### src/rtl/lock_pkg.sv
// Shared lock definitions: keypad key codes consumed downstream and the
// keypad scanner state encoding.
package lock_pkg;

   localparam logic [3:0] KC_0    = 4'h0;
   localparam logic [3:0] KC_1    = 4'h1;
   localparam logic [3:0] KC_2    = 4'h2;
   localparam logic [3:0] KC_3    = 4'h3;
   localparam logic [3:0] KC_4    = 4'h4;
   localparam logic [3:0] KC_5    = 4'h5;
   localparam logic [3:0] KC_6    = 4'h6;
   localparam logic [3:0] KC_7    = 4'h7;
   localparam logic [3:0] KC_8    = 4'h8;
   localparam logic [3:0] KC_9    = 4'h9;
   localparam logic [3:0] KC_A    = 4'hA;
   localparam logic [3:0] KC_B    = 4'hB;
   localparam logic [3:0] KC_C    = 4'hC;
   localparam logic [3:0] KC_D    = 4'hD;
   localparam logic [3:0] KC_HASH = 4'hE;
   localparam logic [3:0] KC_STAR = 4'hF;

   typedef enum logic [2:0] {
      S_SCAN,
      S_PRESS_DB,
      S_EMIT,
      S_HOLD,
      S_REL_DB
   } keypad_state_t;

   // Physical keypad layout: {row, col} -> key code.
   function automatic logic [3:0] key_map(input logic [1:0] row, input logic [1:0] col);
      logic [3:0] code;
      code = KC_0;
      case ({row, col})
         4'h0: code = KC_1;
         4'h1: code = KC_2;
         4'h2: code = KC_3;
         4'h3: code = KC_A;
         4'h4: code = KC_4;
         4'h5: code = KC_5;
         4'h6: code = KC_6;
         4'h7: code = KC_B;
         4'h8: code = KC_7;
         4'h9: code = KC_8;
         4'hA: code = KC_9;
         4'hB: code = KC_C;
         4'hC: code = KC_STAR;
         4'hD: code = KC_0;
         4'hE: code = KC_HASH;
         4'hF: code = KC_D;
      endcase
      return code;
   endfunction

endpackage

### src/rtl/keypad_sync.sv
// Two-flop synchroniser for asynchronous inputs; resets to all-ones so idle
// pulled-up lines read as inactive.
module keypad_sync #(
   parameter int WIDTH = 4
) (
   input  logic             clk,
   input  logic             rst,
   input  logic [WIDTH-1:0] d,
   output logic [WIDTH-1:0] q
);

   logic [WIDTH-1:0] meta;

   always_ff @(posedge clk) begin
      if (rst) begin
         meta <= '1;
         q    <= '1;
      end else begin
         meta <= d;
         q    <= meta;
      end
   end

endmodule

### src/rtl/keypad_scanner.sv
// Scans a 4x4 active-low keypad and emits one debounced key_valid pulse per press.
// Optional macro KEYPAD_REPEAT_EN adds auto-repeat while a key stays held.
module keypad_scanner
   import lock_pkg::*;
#(
   parameter int SCAN_DIV        = 1000,
   parameter int DEBOUNCE_CYCLES = 20000
`ifdef KEYPAD_REPEAT_EN
   ,
   parameter int REPEAT_DELAY    = 25000000,
   parameter int REPEAT_RATE     = 5000000
`endif
) (
   input  logic       clk,
   input  logic       rst,
   input  logic [3:0] row_i,
   output logic [3:0] col_o,
   output logic       key_valid,
   output logic [3:0] key_code,
   output logic       key_pressed
);

   localparam int DIV_W = $clog2(SCAN_DIV) + 1;
   localparam int DEB_W = $clog2(DEBOUNCE_CYCLES) + 1;
   localparam logic [DIV_W-1:0] DIV_LAST = DIV_W'(SCAN_DIV - 1);
   localparam logic [DEB_W-1:0] DEB_LAST = DEB_W'(DEBOUNCE_CYCLES - 1);

   keypad_state_t    state, state_next;
   logic [3:0]       rows_s;
   logic [1:0]       col_idx, row_idx, hit_row;
   logic [DIV_W-1:0] div_cnt;
   logic [DEB_W-1:0] deb_cnt;
   logic             one_low, rows_match, all_high, scan_done, deb_done;
   logic             press_done, release_done, rep_fire;

   keypad_sync #(.WIDTH(4)) u_sync (
      .clk (clk),
      .rst (rst),
      .d   (row_i),
      .q   (rows_s)
   );

   // Chords (two or more rows low) are deliberately not treated as a hit.
   always_comb begin
      one_low = 1'b1;
      hit_row = 2'd0;
      case (rows_s)
         4'b1110: hit_row = 2'd0;
         4'b1101: hit_row = 2'd1;
         4'b1011: hit_row = 2'd2;
         4'b0111: hit_row = 2'd3;
         default: one_low = 1'b0;
      endcase
   end

   assign rows_match = (rows_s == ~(4'b0001 << row_idx));
   assign all_high   = (rows_s == 4'hF);
   assign scan_done  = (div_cnt >= DIV_LAST);
   assign deb_done   = (deb_cnt >= DEB_LAST);

   always_ff @(posedge clk) begin
      if (rst) state <= S_SCAN;
      else     state <= state_next;
   end

   always_comb begin
      state_next = state;
      case (state)
         S_SCAN:     if (scan_done && one_low) state_next = S_PRESS_DB;
         S_PRESS_DB: if (!rows_match)          state_next = S_SCAN;
                     else if (deb_done)        state_next = S_EMIT;
         S_EMIT:                               state_next = S_HOLD;
         S_HOLD:     if (all_high)             state_next = S_REL_DB;
         S_REL_DB:   if (!all_high)            state_next = S_HOLD;
                     else if (deb_done)        state_next = S_SCAN;
         default:                              state_next = S_SCAN;
      endcase
   end

   always_comb begin
      col_o        = ~(4'b0001 << col_idx);
      press_done   = (state == S_PRESS_DB) && (state_next == S_EMIT);
      release_done = (state == S_REL_DB) && (state_next == S_SCAN);
   end

   // Outputs are registered on the transition so the pulse lines up with S_EMIT.
   always_ff @(posedge clk) begin
      if (rst) begin
         col_idx     <= 2'd0;
         row_idx     <= 2'd0;
         div_cnt     <= '0;
         deb_cnt     <= '0;
         key_valid   <= 1'b0;
         key_code    <= KC_0;
         key_pressed <= 1'b0;
      end else begin
         key_valid <= press_done || rep_fire;
         if (press_done) begin
            key_code    <= key_map(row_idx, col_idx);
            key_pressed <= 1'b1;
         end else if (release_done) begin
            key_pressed <= 1'b0;
         end

         case (state)
            S_SCAN: begin
               if (scan_done) begin
                  div_cnt <= '0;
                  if (one_low) begin
                     row_idx <= hit_row;
                     deb_cnt <= DEB_W'(1);
                  end else begin
                     col_idx <= col_idx + 2'd1;
                  end
               end else begin
                  div_cnt <= div_cnt + DIV_W'(1);
               end
            end
            S_PRESS_DB: begin
               if (!rows_match) begin
                  div_cnt <= '0;
                  deb_cnt <= '0;
               end else begin
                  deb_cnt <= deb_cnt + DEB_W'(1);
               end
            end
            S_EMIT: deb_cnt <= '0;
            S_HOLD: if (all_high) deb_cnt <= DEB_W'(1);
            S_REL_DB: begin
               if (!all_high) begin
                  deb_cnt <= '0;
               end else if (deb_done) begin
                  deb_cnt <= '0;
                  div_cnt <= '0;
                  col_idx <= col_idx + 2'd1;
               end else begin
                  deb_cnt <= deb_cnt + DEB_W'(1);
               end
            end
            default: deb_cnt <= '0;
         endcase
      end
   end

`ifdef KEYPAD_REPEAT_EN
   localparam int REP_MAX = (REPEAT_DELAY > REPEAT_RATE) ? REPEAT_DELAY : REPEAT_RATE;
   localparam int REP_W   = $clog2(REP_MAX) + 1;
   localparam logic [REP_W-1:0] DELAY_LAST = REP_W'(REPEAT_DELAY - 1);
   localparam logic [REP_W-1:0] RATE_LAST  = REP_W'(REPEAT_RATE - 1);

   logic [REP_W-1:0] rep_cnt;
   logic             rep_first;

   assign rep_fire = (state == S_HOLD) && !all_high &&
                     (rep_cnt >= (rep_first ? DELAY_LAST : RATE_LAST));

   // rep_cnt holds cycles since the last pulse; a visit to S_REL_DB drops back to the rate interval.
   always_ff @(posedge clk) begin
      if (rst) begin
         rep_cnt   <= '0;
         rep_first <= 1'b0;
      end else if (state == S_EMIT) begin
         rep_cnt   <= REP_W'(1);
         rep_first <= 1'b1;
      end else if ((state == S_HOLD) && !all_high) begin
         if (rep_fire) begin
            rep_cnt   <= '0;
            rep_first <= 1'b0;
         end else begin
            rep_cnt <= rep_cnt + REP_W'(1);
         end
      end else begin
         rep_cnt <= '0;
         if (state == S_REL_DB) rep_first <= 1'b0;
      end
   end
`else
   assign rep_fire = 1'b0;
`endif

endmodule

### config.mk
export PLATFORM = sky130hd
export DESIGN_NAME = keypad_scanner
export DESIGN_NICKNAME = d
export VERILOG_FILES = /design/src/rtl/lock_pkg.sv /design/src/rtl/keypad_sync.sv /design/src/rtl/keypad_scanner.sv
export SDC_FILE = /design/constraint.sdc
export NUM_CORES = 1
export LEC_CHECK = 0
export CORE_MARGIN = 2
export CORE_UTILIZATION = 45
export CTS_CLUSTER_SIZE = 28
export DETAILED_ROUTE_END_ITERATION = 16
export HOLD_SLACK_MARGIN = 0.1
export PLACE_DENSITY = 0.64
export SYNTH_ARGS = -nofsm -noshare
export SYNTH_HDL_FRONTEND = slang
export SYNTH_HIERARCHICAL = 1
export SYNTH_SLANG_ARGS = --single-unit
export TNS_END_PERCENT = 30
### constraint.sdc
create_clock -name clk -period 5.35 [get_ports clk]
set_input_delay 0.8025 -clock clk [delete_from_list [all_inputs] [get_ports clk]]
set_output_delay 0.8025 -clock clk [all_outputs]
set_load 0.02 [all_outputs]
==> After elaboration in Yosys (flattened, before gate mapping) <==
Memories as Yosys holds them, arrays and structs flattened. A register that Yosys moved wholly into a read port is not among the register bits.
Index checks and enable logic that the tools add are counted.
{ "word_totals": {"register_bits": 44, "mem_bits_ro": 64, "output_inout_bits": 10, "wordCells": 78, "n_memories": 1} }
{ "op_classes": {"n_addsub": 3, "n_lt_le_gt_ge": 2, "eq_ne": 18, "shifts": 2, "muxes": 28, "bitwise_logic": 2, "reduce_logical": 13} }
{ "memory_table": {"columns": ["name", "words", "word_bits", "rd", "rd_ports_with_merged_regs", "write_ports", "line", "rtl"], "rows": [
  ["(no name shown)", 16, 4, 1, 1, 0, "lock_pkg.sv:34", "case ({row, col})"]
]} }
{ "ops": {"columns": ["cell", "n"], "rows": [
  ["two-way mux 16 bit", 6],
  ["case mux 16 bit (4 select lines)", 1],
  ["two-way mux 11 bit", 4],
  ["case mux 11 bit (3 select lines)", 1],
  ["two-way mux 3 bit", 6],
  ["adder 16 x 1 -> 16 bit (second input constant)", 1],
  ["equality test 4 bit (second input constant)", 4],
  [">= comparator 16 x 15 -> 1 bit (second input constant)", 1],
  ["case mux 3 bit (5 select lines)", 1],
  ["inequality test 2 bit (second input constant)", 7],
  ["adder 11 x 1 -> 11 bit (second input constant)", 1],
  [">= comparator 11 x 10 -> 1 bit (second input constant)", 1],
  ["equality test 3 x 2 -> 1 bit (second input constant)", 3],
  ["two-way mux 2 bit", 4],
  ["NOT 4 bit", 2],
  ["<< shifter 1 x 2 -> 4 bit (first input constant)", 2],
  ["zero test 3 bit", 2],
  ["case mux 2 bit (3 select lines)", 1],
  ["AND reduction 3 bit", 2],
  ["AND reduction 5 bit", 1],
  ["equality test 4 x 3 -> 1 bit (second input constant)", 1],
  ["equality test 4 bit", 1],
  ["case mux 2 bit (2 select lines)", 1],
  ["AND reduction 4 bit", 1],
  ["8 further kinds", 13]
]} }

==> Longest topological paths before layout <==
{ "logic_depth": {"ltp_word": 10, "depth_mapped": 8, "ltp_nobuf": 7} }

==> Hierarchy <==
Netlist, hierarchy kept.
{ "modules_own_cells": {"columns": ["mod", "n_inst", "cells_each", "area_each_um2", "seq_area_each_um2"], "rows": [
  ["keypad_scanner", 1, 311, 2523.7, 800.8],
  ["keypad_sync", 1, 16, 210.2, 160.2]
]} }

==> Worst setup path before layout <==
No wires, ideal clock.
{ "synth_path": {"path_kind": "register to register", "from": "register div_cnt[0]", "to": "register div_cnt[6]", "setup_time_ps": 91, "arrival_ps": 2103, "required_ps": 5259, "path_slack_ps": 3156, "stages_incl_launch_ff": 8, "path_buffers": 0, "cell_sequence": "dfxtp_1 -> ha_1 -> a21o_1 -> a2111oi_4 -> o22ai_2 -> nor3_2 -> a41oi_1 -> a311oi_1"} }
{ "synth_via": {"elab_chain_cells": 3} }
{ "synth_rtl": {"columns": ["item", "line", "rtl"], "rows": [
  ["from (decl)", "keypad_scanner.sv:31", "logic [DIV_W-1:0] div_cnt;"],
  ["from (signal assigned)", "keypad_scanner.sv:116", "div_cnt <= div_cnt + DIV_W'(1);"],
  ["adder 11 x 1 -> 11 bit or >= comparator 11 x 10 -> 1 bit (tied branches)", "keypad_scanner.sv:116, keypad_scanner.sv:58", null],
  ["two-way mux 11 bit (*)", "keypad_scanner.sv:107", "if (scan_done) begin"],
  ["case mux 11 bit (3 select lines) (*)", "keypad_scanner.sv:105", "case (state)"]
]} }
Mark *: on every way between the ends. The rest lies on a longest branch, timed or not.
A chain may end at the register's enable or synchronous reset.

==> Worst setup path in the final report <==
Same ends and word-level chain as after synthesis.

==> summary.md <==
| Metric | Value |
|---|---|
| Status | finished clean |
| Data required, critical path | 5.56 ns |
| Crit. End Element | register |
| DIE WIDTH | 81.95 um |
| Clk_skew | 0.006737 ns |
| Slew headroom | 35.57% |
| Vias in the first global route | 2136 |
| Minimum clock period | 2.663 ns |
| Vias per cell | 5.844 |
| Die H | 81.95 um |
| Post-route ant nets | 0 |
| VDD IR max | 149.3 uV |
| Register area share after synthesis | 35.15% |
| Finished Core Util | 51.15% |
| CP Class | reg -> reg |
| Clk_lat worst skew | 0.30 ns |
| Clk buf depth | 2 |
| Final std cells w/o fill | 411 |
| Hold buffers post-CTS | 0 |
| Yosys synthesis warning count | 6 |
| Register area | 960.9 um2 |
| Net count after synthesis | 341 |
| Synth Cell Area | 0.002734 mm2 |
| Post-DP HPWL | 4230 um |
| Nets | 349 |
| Worst Path Max Fanout | 8 |
| Cells after Synth | 327 |
| Setup repair bufs after CTS | 0 |
| Router iterations before antenna repair | 4 |
| Fin crit share | 49.77% |
| H-Tree Depth | 2 |
| Synth top area share | 35.15% |
| Drt wl/cell | 14.33 um |
| # setup viols final | 0 |
| Syn avg cell area | 8.360 um2 |
| Worst Hold Class | reg -> reg |
| Pwr Total | 0.6279 mW |
| Multi-input gate area | 0.001652 mm2 |
| GRT overflow | 0 |
| CP startpoint kind | register |
| Main synth FF type | dfxtp_1 |
| Die ar. | 0.006715 mm2 |
| Final WL | 5889 um |
| Gr usage total | 19.45% |
| # rows | 28 |
| Share of post-route cells with drive strength above 1 | 6.250% |
| Drt initial violations | 216 |
| Drt drc | 0 |
| Vias | 2402 |
| Largest area contributor in the netlist | dfxtp_1 |
| Seq cells post-synth | 48 |
| Number of fill cells | 571 |
| Synth area leaders | dfxtp_1 (35%), nor2_1 (5.2%), mux2i_1 (4.4%) |
| Largest net degree at the start of global routing | 27 |
| Synth-to-Final Area Change | 10.11% |
| Core Area | 0.005886 mm2 |
| Max Slew Vio Count | 0 |
| First-pass GRT wire length | 10200 um |
| Static leakage | 1.079 nW |
| Max Cap Violations | 0 |
| Initial antenna violation count | 0 |
| Number of synthesized flops with an enable pin | 0 |
| Async SR Flop Fraction | 0% |
| Worst Tran Pin Value | 0.9635 ns |
| Clock-pin slew on the worst setup and hold paths | 0.09 ns |
| Top post-synthesis cells by count | dfxtp_1 (48), nor2_1 (38), nand2_1 (28) |
| FMAX | 375.6 MHz |
| Clk root buf | clkbuf_8 |
| CP Data Arrival Time | 2.87 ns |
| Most common cell in the netlist | dfxtp_1 |
| Starting Density | 46.45% |
| PostCTS Resize Cnt | 0 |
| RSZ-0062 raised after global routing | no |
| Final hold viol count | 0 |
| # placed instances | 403 |
| Power Dens Cells | 208.6 mW/mm2 |
| Antenna cell count | 0 |
| Total Neg Setup Slack | 0 ns |
| Placer Congestion | 0.8434 |
| # port buffers | 15 |
| Total CTS buffers | 5 |
| CTS tree | yes |
| # IOs | 16 |
| Clk sink count | 48 |
| Library cells used by synthesis | 61 |
==> kinds of logic after synthesis <==
family,synth area share (%)
compound gates,19.86
xor+xnor,4.485
fa+ha+maj,3.661
buf+inv,4.439
flops,35.15
mux,4.394
simple gates,28.01
==> final cells by class <==
| type | count | area share (%) |
|---|---|---|
| multi-input cells | 250 | 54.86 |
| clock inverters | 1 | 0.2494 |
| well taps | 75 | 3.117 |
| inverters | 14 | 1.746 |
| repair buffers | 16 | 5.237 |
| flip-flops and latches | 48 | 31.92 |
| clock buffers | 7 | 2.868 |
==> placed cells by master (no fill, tap or decap), drive strengths merged, types with 2 or more instances in the layout <==
cell type      count
a21oi             17
nand2b             3
o21ai             12
a32oi              4
ha                 8
mux2i             12
a21o               2
or2               11
a311oi             2
nor4              10
nor2b              6
a22oi              2
xor2               6
nor2              39
dfxtp             48
nand4              9
a41oi              2
o22ai              2
nand4b             2
a31oi              8
a2111oi            4
nand2             28
nand3             11
and2               2
o211ai             3
nor3               6
and3               5
a211oi             3
nand3b             3
xnor2              8
clkdlybuf4s50     15
inv               14
and4               5
clkbuf             7
==> power breakdown <==
part           internal, mW  leakage (nW)  switching (mW)
logic                0.0131         0.645          0.0202
clock network         0.105        0.0445           0.122
registers             0.362         0.389         0.00590
total                 0.480          1.08           0.148
==> state kept, by name, summed over array words and instances (netlist names) <==
signal       flops
state            3
col_idx          2
div_cnt         11
key_code         4
deb_cnt         16
key_pressed      1
u_sync/meta      4
key_valid        1
row_idx          2
u_sync/q         4
==> metal layers <==
layer | GRT usage, % | share of wire, %
met4 | 6.000 | 1.1
met5 | 0 | 0
met1 | 25.72 | 47
met3 | 3.187 | 4.2
met2 | 32.36 | 48
==> critical path, cell delays in order (launching register included) <==
cell       delay (ns)
dfxtp_1          0.37
ha_1             0.29
a21o_1           0.20
a2111oi_4        0.61
o22ai_2          0.30
nor3_2           0.38
a41oi_1          0.17
a311oi_1         0.24
==> worst paths after layout <==
kind | cells after the start | endpoint | startpoint | slack (ns)
worst max-delay path | 7 | div_cnt[6]$_SDFFE_PP0P_ | div_cnt[0]$_SDFFE_PP0P_ | 2.69
worst min-delay path | 1 | u_sync/q[1]$_SDFF_PP1_ | u_sync/meta[1]$_SDFF_PP1_ | 0.41
worst max register to register | 7 | div_cnt[6]$_SDFFE_PP0P_ | div_cnt[0]$_SDFFE_PP0P_ | 2.69
worst min register to register | 1 | u_sync/q[1]$_SDFF_PP1_ | u_sync/meta[1]$_SDFF_PP1_ | 0.41
==> per-stage QoR <==
| step | worst slack [ns] | area, um2 | hold WS [ns] |
|---|---|---|---|
| after global placement | 2.643 | 2917 | 0.3857 |
| after global routing | 2.480 | 3010 | 0.4210 |
| after floorplan | 3.156 | 2734 | 0.3832 |
| after detailed placement | 2.649 | 2917 | 0.3885 |
| after CTS | 2.700 | 3010 | 0.4100 |
| final | 2.687 | 3010 | 0.4088 |
(Power assumes the default switching activity.)
